==> src/rtl/signmag_decoder_pkg.sv <==
// -----------------------------------------------------------------------------
// signmag_decoder_pkg
//
// Purpose: shared definitions for the serial two's-complement to
// sign/magnitude decoder. It holds the controller state encoding and the
// default operand width.
//
// Contents:
//   DEFAULT_WIDTH - default operand width in bits
//   state_t       - controller states (IDLE, SHIFT, DONE)
// -----------------------------------------------------------------------------
package signmag_decoder_pkg;

    localparam int DEFAULT_WIDTH = 8;

    typedef enum logic [1:0] {
        ST_IDLE  = 2'd0,
        ST_SHIFT = 2'd1,
        ST_DONE  = 2'd2
    } state_t;

endpackage : signmag_decoder_pkg

==> src/rtl/serial_neg_cell.sv <==
// -----------------------------------------------------------------------------
// serial_neg_cell
//
// Purpose: one-bit copy/invert cell for serial two's-complement negation,
// applied LSB first. Bits are copied up to and including the first 1. Every
// bit after that is inverted, but only when the operand is negative.
// Purely combinational.
//
// Ports:
//   data_bit      in  1  current operand bit
//   sign          in  1  operand sign (1 = negative)
//   seen_one      in  1  a 1 has already been consumed from this operand
//   out_bit       out 1  magnitude bit for this position
//   seen_one_next out 1  updated seen_one flag
// -----------------------------------------------------------------------------
module serial_neg_cell (
    input  logic data_bit,
    input  logic sign,
    input  logic seen_one,
    output logic out_bit,
    output logic seen_one_next
);

    assign out_bit       = data_bit ^ (sign & seen_one);
    assign seen_one_next = seen_one | data_bit;

endmodule : serial_neg_cell

==> src/rtl/signmag_decoder.sv <==
// -----------------------------------------------------------------------------
// signmag_decoder
//
// Purpose: converts a two's-complement operand into sign + unsigned magnitude
// with a bit-serial datapath. It takes one operand bit per cycle, LSB first,
// for WIDTH cycles. Valid/ready handshakes are used on both sides.
//
// Timing: the SHIFT phase spans the cycle after the accepting edge and the
// WIDTH-1 cycles after that. out_valid is high after WIDTH+1 rising edges,
// counting the accepting edge as the first. With out_ready tied high, two
// accepts are WIDTH+2 cycles apart.
//
// Ports:
//   clk        in   1      clock, rising edge
//   rst        in   1      asynchronous active-high reset
//   in_valid   in   1      operand available
//   in_ready   out  1      ready to accept (IDLE only)
//   in_data    in   WIDTH  two's-complement operand
//   out_valid  out  1      result available (DONE only)
//   out_ready  in   1      consumer accepts result
//   out_sign   out  1      operand sign, 1 = negative
//   out_mag    out  WIDTH  unsigned magnitude |in_data|
// -----------------------------------------------------------------------------
module signmag_decoder
    import signmag_decoder_pkg::*;
#(
    parameter int WIDTH = DEFAULT_WIDTH
) (
    input  logic             clk,
    input  logic             rst,
    input  logic             in_valid,
    output logic             in_ready,
    input  logic [WIDTH-1:0] in_data,
    output logic             out_valid,
    input  logic             out_ready,
    output logic             out_sign,
    output logic [WIDTH-1:0] out_mag
);

    // Wide enough to hold the value WIDTH.
    localparam int CW = $clog2(WIDTH + 1);

    state_t           state_reg;
    state_t           state_next;
    logic [WIDTH-1:0] shift_reg;
    logic [WIDTH-1:0] mag_reg;
    logic [CW-1:0]    count_reg;
    logic             sign_reg;
    logic             seen_one_reg;

    logic             accept;
    logic             release_result;
    logic             last_bit;
    logic             cell_out_bit;
    logic             cell_seen_one;

    assign in_ready       = (state_reg == ST_IDLE);
    assign out_valid      = (state_reg == ST_DONE);
    assign accept         = in_valid & in_ready;
    assign release_result = out_valid & out_ready;
    assign last_bit       = (count_reg == CW'(WIDTH - 1));

    // The result is gated so that it reads zero whenever it is not valid.
    // This includes the partial magnitude built up during SHIFT.
    assign out_sign = out_valid & sign_reg;
    assign out_mag  = out_valid ? mag_reg : '0;

    serial_neg_cell u_cell (
        .data_bit      (shift_reg[0]),
        .sign          (sign_reg),
        .seen_one      (seen_one_reg),
        .out_bit       (cell_out_bit),
        .seen_one_next (cell_seen_one)
    );

    // State register
    always_ff @(posedge clk or posedge rst) begin
        if (rst) begin
            state_reg <= ST_IDLE;
        end else begin
            state_reg <= state_next;
        end
    end

    // Next-state logic
    always_comb begin
        state_next = state_reg;
        case (state_reg)
            ST_IDLE:  if (accept)         state_next = ST_SHIFT;
            ST_SHIFT: if (last_bit)       state_next = ST_DONE;
            ST_DONE:  if (release_result) state_next = ST_IDLE;
            default:                      state_next = ST_IDLE;
        endcase
    end

    // Datapath. Each magnitude bit enters from the MSB side. After WIDTH
    // shifts, the bit taken first from the operand (its LSB) is at mag_reg[0].
    always_ff @(posedge clk or posedge rst) begin
        if (rst) begin
            shift_reg    <= '0;
            mag_reg      <= '0;
            count_reg    <= '0;
            sign_reg     <= 1'b0;
            seen_one_reg <= 1'b0;
        end else begin
            case (state_reg)
                ST_IDLE: begin
                    if (accept) begin
                        shift_reg    <= in_data;
                        sign_reg     <= in_data[WIDTH-1];
                        mag_reg      <= '0;
                        count_reg    <= '0;
                        seen_one_reg <= 1'b0;
                    end
                end
                ST_SHIFT: begin
                    shift_reg    <= shift_reg >> 1;
                    mag_reg      <= {cell_out_bit, mag_reg[WIDTH-1:1]};
                    seen_one_reg <= cell_seen_one;
                    count_reg    <= count_reg + CW'(1);
                end
                ST_DONE: begin
                    if (release_result) begin
                        mag_reg      <= '0;
                        sign_reg     <= 1'b0;
                        count_reg    <= '0;
                        seen_one_reg <= 1'b0;
                    end
                end
                default: ;
            endcase
        end
    end

endmodule : signmag_decoder

==> config.mk <==
export PLATFORM = sky130hd
export DESIGN_NAME = signmag_decoder
export DESIGN_NICKNAME = d
export VERILOG_FILES = /design/src/rtl/signmag_decoder_pkg.sv /design/src/rtl/serial_neg_cell.sv /design/src/rtl/signmag_decoder.sv
export SDC_FILE = /design/constraint.sdc
export NUM_CORES = 1
export LEC_CHECK = 0
export ABC_AREA = 0
export CORE_MARGIN = 3
export CORE_UTILIZATION = 38
export DETAILED_ROUTE_END_ITERATION = 8
export HOLD_SLACK_MARGIN = 0.05
export PLACE_DENSITY_LB_ADDON = 0.3
export SLEW_MARGIN = 20
export SYNTH_ARGS = -nofsm -noshare
export SYNTH_HDL_FRONTEND = slang
export SYNTH_SLANG_ARGS = --single-unit
export TNS_END_PERCENT = 1
==> constraint.sdc <==
create_clock -name clk -period 1.4 [get_ports clk]
set_input_delay 0.42 -clock clk [delete_from_list [all_inputs] [get_ports clk]]
set_output_delay 0.42 -clock clk [all_outputs]
set_load 0.01 [all_outputs]
; After elaboration in Yosys (flattened, before gate mapping)
; Cells that the tools add are included.
[classes]
add_sub_neg = 1
n_bitwise = 6
muxes = 18
n_reduce_logical = 8
eq_ne = 6
[ops]
columns = op, n
row1 = $mux 8, 4
row2 = $pmux 8 s3, 1
row3 = $pmux 8 s2, 1
row4 = $pmux 4 s3, 1
row5 = $reduce_and 3->1, 3
row6 = $mux 4, 2
row7 = $mux 2, 3
row8 = $pmux 2 s3, 1
row9 = $add 4x1->4 const B, 1
row10 = $and 1x1->1, 4
row11 = $eq 4x3->1 const B, 1
row12 = $ne 2x1->1 const B, 2
row13 = $reduce_bool 2->1, 2
row14 = $mux 1, 3
row15 = $pmux 1 s3, 1
row16 = $reduce_bool 3->1, 1
row17 = $eq 2x1->1 const B, 1
row18 = $eq 2x2->1 const B, 1
row19 = $logic_not 2->1, 1
row20 = $ne 2x2->1 const B, 1
row21 = $pmux 1 s2, 1
row22 = $reduce_and 2->1, 1
row23 = $or 1x1->1, 1
row24 = $xor 1x1->1, 1
[totals]
input_bits = 12
out_inout_bits = 11
reg_bits = 24

; Depth between registers and ports, before layout
[logic_depth]
word_depth = 4
mapped_depth = 4
depth_no_buf = 3

; By module
; Synthesis repeated with hierarchy kept, for this count alone.
[unflattened]
cells_unflattened = 108
area_unflattened_um2 = 1194.9
[by_module_without_submodules]
columns = mod, instances, cells_each, area_each_um2, seq_area_each_um2
row1 = signmag_decoder, 1, 105, 1176.1, 600.6
row2 = serial_neg_cell, 1, 3, 18.8, 0.0

; Worst setup path before layout
; Ideal clock, no wire load.
[synth_path]
path_type = register to output
start = reg state_reg[0]
end = out out_sign
arrival_ns = 1.085
n_path_buf = 1
required_ns = 0.980
path_slack_ns = -0.105
path_stages_with_launch = 5
path_cell_list = dfrtp_1 > and2b_1 > buf_2 > inv_1 > nor2_1
[synth_between]
elab_chain_cells = 2
[synth_rtl]
columns = item, line
row1 = start: declaration, signmag_decoder.sv:43  ; state_t state_reg;
row2 = start signal: assignment, signmag_decoder.sv:81  ; state_reg <= state_next;
row3 = $eq 2x2->1, signmag_decoder.sv:58  ; assign out_valid = (state_reg == ST_DONE);
row4 = via out_valid, signmag_decoder.sv:34  ; output logic out_valid,
row5 = $and 1x1->1, signmag_decoder.sv:65  ; assign out_sign = out_valid & sign_reg;
row6 = end: declaration, signmag_decoder.sv:36  ; output logic out_sign,
; The timed path passes the listed nets, and every way through them passes these cells.

; Worst setup path after layout
[layout_path]
start = reg state_reg[0]
end = out out_mag[6]
[layout_between]
elab_chain_cells = 2
[layout_rtl]
columns = item, line
row1 = $eq 2x2->1, signmag_decoder.sv:58
row2 = $mux 8, signmag_decoder.sv:66  ; assign out_mag = out_valid ? mag_reg : '0;
row3 = end: declaration, signmag_decoder.sv:37  ; output logic [WIDTH-1:0] out_mag
; Every way passes these cells.

==> impl_results.md <==
- Synth area leaders: dfrtp_1, a22o_1, and3b_1
- Reg2Reg Setup Slack: -160 ps
- Crit path required time: 980 ps
- CP endpoint kind: output port
- IO Port Bufs: 22
- Reg2reg end: count_reg[0]$_DFFE_PP0P_
- Clock buffer depth: 2
- Die Ht: 61.4 um
- Slowest CP cell: dfrtp_1
- Synth Area in Compound Gates: 22.7%
- M3 GR Usage: 4.40%
- Post-synth top area share: 51.4%
- Post-synthesis mux area share: 0.965%
- Synthesis-to-layout area growth: 38.8%
- Fin crit period: 1750 ps
- Top cells by count, synth: dfrtp_1, a21oi_1, a22o_1, nand2_1, and2_1
- Count leader, synth: dfrtp_1
- Final setup skew: 0.960 ps
- Critical-path maximum fanout: 5
- Initial antenna violation count: 0
- Antenna diodes: 0
- Clock power share: 10.3%
- Grt met1 use: 18.8%
- Mapped Area: 1170 um^2
- First-pass GRT wire length: 4.08 mm
- Vias: 959
- CP top delay family: flip-flops
- Final TNS setup: -5100 ps
- I/O pin cnt: 23
- Largest family of logic cells by synthesized area: compound AO/OA/AOI/OAI gates
- Sink Count: 24
- Final WS setup: -345 ps
- CTS Buf Count: 3
- Violated checks: negative setup slack
- Initial drt markers: 17
- Detailed Route WL: 2.41 mm
- CP bufs+invs: 2
- Initial Utilization: 40.9%
- Layout fillers: 250
- # rows: 19
- Detailed placement HPWL: 1.61 mm
- Final Util: 56.8%
- Max-Cap Viols: 0
- Worst skew pair latency: 300 ps
- CP Launch Type: flip-flop
- Post-Synth Adder-Cell Area: 1.07%
- CTS tree: yes
- Clock slew at reported path FFs: 120 ps
- Critical-path cell list: buf_4 > and2b_2 > and2_1 > buf_2
- Congestion Overflow GR: 0
- HP Class: in2async
- Max VDD drop: 0.723 mV
- Synthesized Nets: 123
- Worst-margin pin slew: 318 ps
- Rel. slew slack: 78.7%
- YS warnings: 0
- Largest net degree at the start of global routing: 25
- Final Power: 0.00277 W
- RSZ-0062 raised after global routing: yes
- Async set-reset flop share out of synthesis: 100%
- Avg Vias per Cell: 5.21
- Sequential share of power: 41.6%
- Synthesized instance count: 110
- Setup slack at placement: -401 ps
- DR pass1 iterations: 4
- Levels on crit path: 4
- Crit-path max cell delay: 410 ps
- Root Buffer Master: clkbuf_4
- Drt wl/cell: 13.1 um
- NetSw: 0.000933 W
- Post-synth EDFFs: 0
- H-tree levels: 1
- Fin. Hold Viols: 0
- Core area: 2850 um^2
- Setup-failing EPs final: 24
- Leakage: 0.836 nW
- Leading area contributor after synthesis: dfrtp_1
- Netlist cell types: 32
- Simple-gate portion of the synthesized area: 17.6%
- FF-to-FF path depth: 6
- Yosys reg bits: 24
- Die area: 3770 um^2
- Avg Cell Area, Syn: 10.6 um^2
- GRT Total Usage: 14.4%
- Reg area: 601 um^2
- Slew Limit Fails: 0
- Setup CP Type: reg2out
- Met2 Track Usage GR: 23.9%
- DRC: 0
- Status: finished with violations
- P_int: 0.00184 W
- Final ANT Viol Nets: 0
- Top Usage Layer GRT: met2
- Hold slack: 419 ps
- Sw frac: 33.6%
- Xor and xnor area share after synthesis: 0.750%
- Register area share after synthesis: 51.4%
- Fin nets: 168
- R2r startpoint: state_reg[1]$_DFFE_PP0P_
- Final Cycle Share: 125%
- Peak Freq: 573 MHz
- Comb pwr share: 48.1%
- Cell area power density: 1710 nW/um^2
- Placer Congestion: 0.838
- Crit path DAT: 1330 ps
- Die width: 61.4 um
- Multi-input logic area: 528 um^2
- Vias in the first global route: 929
- Share of layout cells above drive strength 1: 32.7%
- Commonest register cell after synthesis: dfrtp_1
## timing repair
item | 4_1_cts | 5_1_grt
resized for setup | 60 | 6
pin swaps | 20 | 5
hold buffers | 0 | 0
gates cloned | 1 | 0
buffers inserted | 7 | 0
setup endpoints to repair | 22 | 31
hold endpoints to repair | 0 | 0
## power groups by stage
stage	clock network, W	registers (W)	logic (W)
after global routing	0.000314	0.00119	0.00150
after global placement	0	0.00115	0.00121
after detailed placement	0	0.00115	0.00124
after floorplan	0	0.00115	0.000810
after CTS	0.000298	0.00115	0.00133
final	0.000285	0.00115	0.00133
## placed cells by master (no fill, tap or decap), types with 2 or more instances in the layout
master / Yosys / routed
clkbuf_4: 0 / 3
clkdlybuf4s50_1: 0 / 11
buf_2: 3 / 7
buf_6: 1 / 8
and2_1: 8 / 4
inv_1: 6 / 5
buf_4: 1 / 18
a22o_1: 9 / 9
a21oi_1: 9 / 9
and2b_2: 0 / 2
o21ai_1: 1 / 5
o21ai_0: 7 / 3
nand2_1: 9 / 9
nor2_2: 0 / 2
dfrtp_1: 24 / 24
o22ai_1: 3 / 3
and3b_1: 7 / 7
and2_4: 0 / 4
## metrics by stage
stage                     cells  area [um^2]
after floorplan             110         1180
after global placement      173         1530
after detailed placement    173         1530
after CTS                   184         1610
after global routing        184         1620
final                       184         1620
## logic make-up (layout without fill, tap and decap cells)
logic type	Yosys count	after routing
muxes	1	1
xor gates and xnor gates	1	1
AOI/OAI and AO/OA	36	36
adders and majority gates	1	1
and+or+nand+nor	34	35
DFF	24	24
buffers and inverters	13	55
## worst register-to-register path: cells and delay by family, from the launching register on
kind                   cells  cell delay (ps)
multiplexers               1              280
AO/OA/AOI/OAI              2              360
flip-flops                 1              410
buffers and inverters      3              410
## area by class of cell
| type | count | area share (%) |
|---|---|---|
| multi-input cells | 74 | 32.6 |
| clock buffers | 3 | 1.39 |
| inverters | 6 | 1.54 |
| flip-flops and latches | 24 | 37.1 |
| well taps | 31 | 2.39 |
| repair buffers | 46 | 25.0 |
## layer usage
metal,wire (um),up-vias
li1,-,477
met1,1070,458
met2,1200,22
met3,120,2
met4,19,0
met5,0,-
## worst max path at each step
stage	startpoint	endpoint	slack [ps]
2_1_floorplan	state_reg[0]$_DFFE_PP0P_	out_mag[0]	8
4_1_cts	state_reg[0]$_DFFE_PP0P_	out_sign	-360
3_5_place_dp	state_reg[0]$_DFFE_PP0P_	out_sign	-400
6_report	state_reg[0]$_DFFE_PP0P_	out_mag[6]	-350
3_3_place_gp	state_reg[0]$_DFFE_PP0P_	out_sign	-360
5_1_grt	state_reg[0]$_DFFE_PP0P_	out_mag[6]	-410
Power figures use the tool's default switching activity.
